$ cat config.mk
export PLATFORM = sky130hd
export DESIGN_NAME = binary_to_gray_counter
export DESIGN_NICKNAME = d
export VERILOG_FILES = /design/src/rtl/gray_pkg.sv /design/src/rtl/gray_step_checker.sv /design/src/rtl/binary_to_gray_counter.sv
export SDC_FILE = /design/constraint.sdc
export NUM_CORES = 1
export LEC_CHECK = 0
export CORE_MARGIN = 3
export CORE_UTILIZATION = 48
export CTS_BUF_LIST = sky130_fd_sc_hd__clkbuf_4 sky130_fd_sc_hd__clkbuf_8
export DETAILED_ROUTE_END_ITERATION = 6
export PLACE_DENSITY = 0.85
export SETUP_SLACK_MARGIN = 0.15
export SLEW_MARGIN = 15
export SYNTH_ARGS = -nofsm -noshare
export SYNTH_HDL_FRONTEND = slang
export SYNTH_SLANG_ARGS = --single-unit
$ cat constraint.sdc
create_clock -name clk -period 3.1 [get_ports clk]
set_clock_uncertainty 0.2 [all_clocks]
set_input_delay 0.465 -clock clk [delete_from_list [all_inputs] [get_ports clk]]
set_output_delay 0.465 -clock clk [all_outputs]
set_load 0.02 [all_outputs]
$ cat src/rtl/gray_pkg.sv
// -----------------------------------------------------------------------------
// gray_pkg
// Shared Gray-code helpers for the binary-to-Gray counter, its step checker,
// and the companion Gray-to-binary decoder.
//   GRAY_WIDTH_DEF     : default counter / code width
//   GRAY_MAX_W         : widest code the helpers handle; callers zero-extend
//   bin2gray()         : binary -> Gray, gray = bin ^ (bin >> 1)
//   gray_popcount_diff : number of bit positions in which two codes differ
// -----------------------------------------------------------------------------
package gray_pkg;

  localparam int GRAY_WIDTH_DEF = 8;
  localparam int GRAY_MAX_W     = 32;

  // Zero-extension of a narrower operand is harmless: the top code bit sees a
  // zero neighbour and therefore equals the MSB, as the encoding requires.
  function automatic logic [GRAY_MAX_W-1:0] bin2gray(input logic [GRAY_MAX_W-1:0] bin);
    return bin ^ (bin >> 5'd1);
  endfunction

  function automatic logic [7:0] gray_popcount_diff(input logic [GRAY_MAX_W-1:0] a,
                                                    input logic [GRAY_MAX_W-1:0] b);
    logic [GRAY_MAX_W-1:0] x;
    logic [7:0]            cnt;
    x   = a ^ b;
    cnt = 8'd0;
    for (int i = 0; i < GRAY_MAX_W; i++) begin
      cnt = cnt + {7'd0, x[i]};
    end
    return cnt;
  endfunction

endpackage

$ cat src/rtl/gray_step_checker.sv
// -----------------------------------------------------------------------------
// gray_step_checker
// Flags any step of a Gray sequence that does not change exactly one bit.
// The flag is sticky until rst.
//   clk         in  : rising-edge clock
//   rst         in  : synchronous active-high reset, clears err
//   check_valid in  : prev_gray/curr_gray form a step to be checked this cycle
//   prev_gray   in  : code before the step
//   curr_gray   in  : code after the step
//   err         out : sticky step-error flag (registered)
// -----------------------------------------------------------------------------
module gray_step_checker
  import gray_pkg::*;
#(
  parameter int WIDTH = GRAY_WIDTH_DEF
) (
  input  logic             clk,
  input  logic             rst,
  input  logic             check_valid,
  input  logic [WIDTH-1:0] prev_gray,
  input  logic [WIDTH-1:0] curr_gray,
  output logic             err
);

  logic [7:0] diff_s;
  logic       err_q;
  logic       err_d;

  // Count differing bits between the two codes and decide the next flag value.
  always_comb begin
    diff_s = gray_popcount_diff(GRAY_MAX_W'(prev_gray), GRAY_MAX_W'(curr_gray));
    if (check_valid && (diff_s != 8'd1)) begin
      err_d = 1'b1;
    end else begin
      err_d = err_q;
    end
  end

  // Sticky error register, cleared only by reset.
  always_ff @(posedge clk) begin
    if (rst) begin
      err_q <= 1'b0;
    end else begin
      err_q <= err_d;
    end
  end

  assign err = err_q;

endmodule

$ cat src/rtl/binary_to_gray_counter.sv
// -----------------------------------------------------------------------------
// binary_to_gray_counter
// Registered binary counter that also publishes its count as Gray code. The
// Gray register is loaded from the encoding of the *next* binary value, so the
// two outputs are aligned and gray_value changes glitch-free, one bit per step.
//   clk          in  : rising-edge clock
//   rst          in  : synchronous active-high reset
//   en           in  : advance count by one
//   load         in  : load counter from load_value (priority over en)
//   load_value   in  : binary value to load
//   binary_value out : registered binary count
//   gray_value   out : registered Gray code of binary_value
//   wrap         out : one-cycle pulse when the count advances all-ones -> 0
//   err          out : sticky Gray-step error flag
// Optional feature: define GRAY_CNT_STEP_CHK_EN to build the step checker;
// otherwise err is tied low. The port list is the same in both builds.
// -----------------------------------------------------------------------------
module binary_to_gray_counter
  import gray_pkg::*;
#(
  parameter int WIDTH = GRAY_WIDTH_DEF
) (
  input  logic             clk,
  input  logic             rst,
  input  logic             en,
  input  logic             load,
  input  logic [WIDTH-1:0] load_value,
  output logic [WIDTH-1:0] binary_value,
  output logic [WIDTH-1:0] gray_value,
  output logic             wrap,
  output logic             err
);

  logic [WIDTH-1:0]      bin_q;
  logic [WIDTH-1:0]      bin_d;
  logic [WIDTH-1:0]      gray_q;
  logic [WIDTH-1:0]      gray_d;
  logic                  wrap_q;
  logic                  wrap_d;
  logic [GRAY_MAX_W-1:0] gray_ext_s;
  logic                  gray_unused_s;

  // Next-state selection: load beats en, otherwise hold; Gray follows bin_d.
  always_comb begin
    wrap_d = 1'b0;
    if (load) begin
      bin_d = load_value;
    end else if (en) begin
      bin_d  = bin_q + {{(WIDTH-1){1'b0}}, 1'b1};
      wrap_d = (bin_q == {WIDTH{1'b1}});
    end else begin
      bin_d = bin_q;
    end
    gray_ext_s = bin2gray(GRAY_MAX_W'(bin_d));
    gray_d     = gray_ext_s[WIDTH-1:0];
  end

  // Only the low WIDTH bits of the widened encoding are meaningful.
  assign gray_unused_s = ^gray_ext_s;

  // Binary, Gray and wrap registers.
  always_ff @(posedge clk) begin
    if (rst) begin
      bin_q  <= {WIDTH{1'b0}};
      gray_q <= {WIDTH{1'b0}};
      wrap_q <= 1'b0;
    end else begin
      bin_q  <= bin_d;
      gray_q <= gray_d;
      wrap_q <= wrap_d;
    end
  end

  assign binary_value = bin_q;
  assign gray_value   = gray_q;
  assign wrap         = wrap_q;

`ifdef GRAY_CNT_STEP_CHK_EN
  logic             chk_valid_q;
  logic [WIDTH-1:0] prev_gray_q;

  // Remember the code before each en-only advance; the checker compares it
  // with the new gray_value one cycle later. Loads and reset clear the valid.
  always_ff @(posedge clk) begin
    if (rst) begin
      chk_valid_q <= 1'b0;
      prev_gray_q <= {WIDTH{1'b0}};
    end else if (en && !load) begin
      chk_valid_q <= 1'b1;
      prev_gray_q <= gray_q;
    end else begin
      chk_valid_q <= 1'b0;
      prev_gray_q <= prev_gray_q;
    end
  end

  gray_step_checker #(
    .WIDTH (WIDTH)
  ) u_step_checker (
    .clk         (clk),
    .rst         (rst),
    .check_valid (chk_valid_q),
    .prev_gray   (prev_gray_q),
    .curr_gray   (gray_q),
    .err         (err)
  );
`else
  assign err = 1'b0;
`endif

endmodule

==> impl_metrics.py <==
metrics = {
    "floorplan": {
        "start_util_pct": 52.81,
        "die_area_mm2": 0.002248,
        "die_x_um": 47.42,
        "coreArea_mm2": 0.001559,
        "rows": 14,
        "io_pins": 30,
        "die_y_um": 47.42,
    },
    "yosys": {
        "ys_warn_count": 0,
        "synthXorXnorAreaFrac_pct": 3.191,
        "synth.distinct_cells": 40,
        "syn_nets": 97,
        "synthMuxAreaShare_pct": 10.64,
        "synth_ff_type": "dfxtp_1",
        "ys_seq_elements": 16,
        "netlist_area_um2": 823.3,
        "synth_edf_count": 0,
        "synth_compound_area_share_pct": 15.50,
        "syn-instance-count": 84,
        "synth_top_family_by_area": "simple AND/OR/NAND/NOR gates",
        "yosys.area_share.adder_pct": 1.520,
        "synth-seq-area-share_pct": 38.91,
        "synthSimpleGateAreaFrac_pct": 23.40,
        "synth_area_per_cell_um2": 9.801,
        "async_flop_share_pct": 0,
    },
    "clock_network": {
        "cts_resized": 0,
        "cts-buffers-inserted": 3,
        "ctsLongestPathBuffers": 2,
        "cts_tree": "yes",
        "cts.clk_slew.worst_paths_ns": 0.09,
        "htreeDepth": 1,
        "cts_setup_buffers": 0,
        "cts.sinks": 16,
        "root_buffer": "clkbuf_4",
        "clock_latency_ns": 0.29,
        "cts_hold_buf": 0,
    },
    "worst_setup_path": {
        "worstPathArrival_ns": 2.31,
        "crit_family": "buffers and inverters",
        "r2r_slack_ns": 1.08,
        "critPathMaxStageDelay_ns": 0.68,
        "path_class": "in -> reg",
        "path_max_fanout": 8,
        "worstPathRequired_ns": 3.08,
        "crit_buf_inv": 1,
        "rr_endpoint": "gray_value[6]",
        "end_kind": "flop",
        "reg2reg_from": "binary_value[0]",
        "worst_path_max_delay_cell": "clkdlybuf4s50_1",
        "r2r_cells": 5,
        "crit_chain": "clkdlybuf4s50_1 -> nand4_1 -> o211a_1 -> a211oi_2 -> mux2_2",
        "startpoint_type": "primary input",
        "crit_start": "en",
        "crit_end": "gray_value[4]",
        "cp.depth": 5,
    },
    "cells_and_area": {
        "synthToLayoutAreaGrowth_pct": 36.78,
        "diodes": 0,
        "final_core_util_pct": 72.23,
        "final_common_cell": "clkdlybuf4s50_1",
        "nets": 126,
        "final_cell_mix": "28 x clkdlybuf4s50_1, 16 x dfxtp_1, 9 x nor2_1",
        "layout-drive-gt1-share_pct": 11.61,
    },
    "power": {
        "leakage_nw": 0.4794,
        "vdd_ir_drop_max_v": 0.0003149,
        "pwr_density_cell_mw_per_mm2": 448.2,
    },
    "route": {
        "drt_pass1_iterations": 4,
        "via_count": 756,
        "post-route-drc-count": 0,
        "ant_nets": 0,
        "wl_per_cell_um": 15.10,
        "vias_per_cell": 5.906,
        "dr.first_iter.drc_count": 20,
        "wl_um": 1933,
    },
    "global_route": {
        "grt_pass1_wl_um": 3111,
        "overflow": 0,
        "grt_pass1_vias": 699,
        "grt_usage_pct": 19.35,
        "grt_max_degree": 14,
        "grt_antenna_before_repair": 0,
    },
    "placed_design": {
        "dp_hpwl_um": 1429,
        "gp_congestion": 0.7943,
        "portBuffers": 28,
    },
    "timing": {
        "rsz0062_at_grt": "false",
        "setup_violations": 0,
        "min_period_over_period_pct": 75.06,
        "hold_viol_final": 0,
        "clock.fmax_ghz": 0.4298,
        "slew_viol_final": 0,
        "fin_crit_ns": 2.327,
        "timing.setup.tns_ns": 0,
    },
    "outcome": {
        "outcome": "finished clean",
    },
    "run": {
        "maxCapViolCount": 0,
    },
    "worst_hold_path": {
        "hp-class": "reg -> reg",
    },
}
[sequential cells by signal, summed over array words and instances (netlist names)]
name / count
binary_value: 8
wrap: 1
gray_value: 7
[synthesized netlist by cell type (2+ instances only)]
cell type | n | area, um^2
mux2_2 | 2 | 22.52
buf_4 | 2 | 15.01
buf_6 | 2 | 22.52
inv_1 | 3 | 11.26
nand4_1 | 4 | 25.02
a21oi_1 | 3 | 15.01
xnor2_1 | 2 | 17.52
and2_1 | 2 | 12.51
nor2_1 | 9 | 33.78
dfxtp_1 | 16 | 320.3
and2b_1 | 3 | 22.52
mux2i_1 | 5 | 50.05
nand2_1 | 4 | 15.01
[where the power goes]
| group | switching, W | internal, W |
|---|---|---|
| sequential | 0.0000130 | 0.000222 |
| clock | 0.0000668 | 0.0000715 |
| combinational | 0.0000637 | 0.0000673 |
[cell type report]
type / count / area, um^2
tap: 16 / 20.02
timing repair buffer: 29 / 287.8
fill: 117 / 432.9
clock buffer: 4 / 36.28
inverter: 3 / 11.26
sequential: 16 / 320.3
multi-input combinational: 60 / 450.4
[layer usage]
layer / global-route usage (%) / part of all wire, % / vias up
li1: - / - / 356
met4: 6.630 / 1.8 / 0
met3: 3.383 / 6.2 / 4
met2: 32.62 / 48 / 37
met1: 24.77 / 44 / 359
met5: 0 / 0 / -
[worst reg2reg max path, stage by stage (launching register included)]
cell	delay (ns)
dfxtp_1	0.45
ha_1	0.27
nand4_4	0.14
or4_1	0.47
a31o_1	0.27
mux2i_1	0.14
[per-stage QoR]
stage	instances	instance area (um^2)	worst slack (ns)	power (W)	hold slack, ns
floorplan	84	823.3	1.160	0.0003144	0.3427
global placement	124	1090	0.6084	0.0003672	0.4493
detailed placement	124	1090	0.5114	0.0003704	0.4580
CTS	128	1126	0.7950	0.0005080	0.4953
global route	128	1126	0.7096	0.0005263	0.5266
finish	128	1126	0.7731	0.0005047	0.4878
[worst min-delay path by stage]
stage	slack, ns	depth (start not counted)	end	startpoint
2_1_floorplan	0.34	1	binary_value[4]	rst
3_3_place_gp	0.45	3	binary_value[7]	binary_value[7]
3_5_place_dp	0.46	3	binary_value[7]	binary_value[7]
4_1_cts	0.50	2	wrap	binary_value[7]
5_1_grt	0.53	2	wrap	binary_value[7]
6_report	0.49	3	binary_value[7]	binary_value[7]
[cells by family after synthesis]
kind of cell,after synthesis
buffers and inverters,8
multiplexers,8
other,1
adder cells (fa/ha/maj),1
AO/OA/AOI/OAI,15
flip-flops,16
AND/OR/NAND/NOR,32
XOR/XNOR,3
Note: power is estimated with default switching activity, not from simulation.
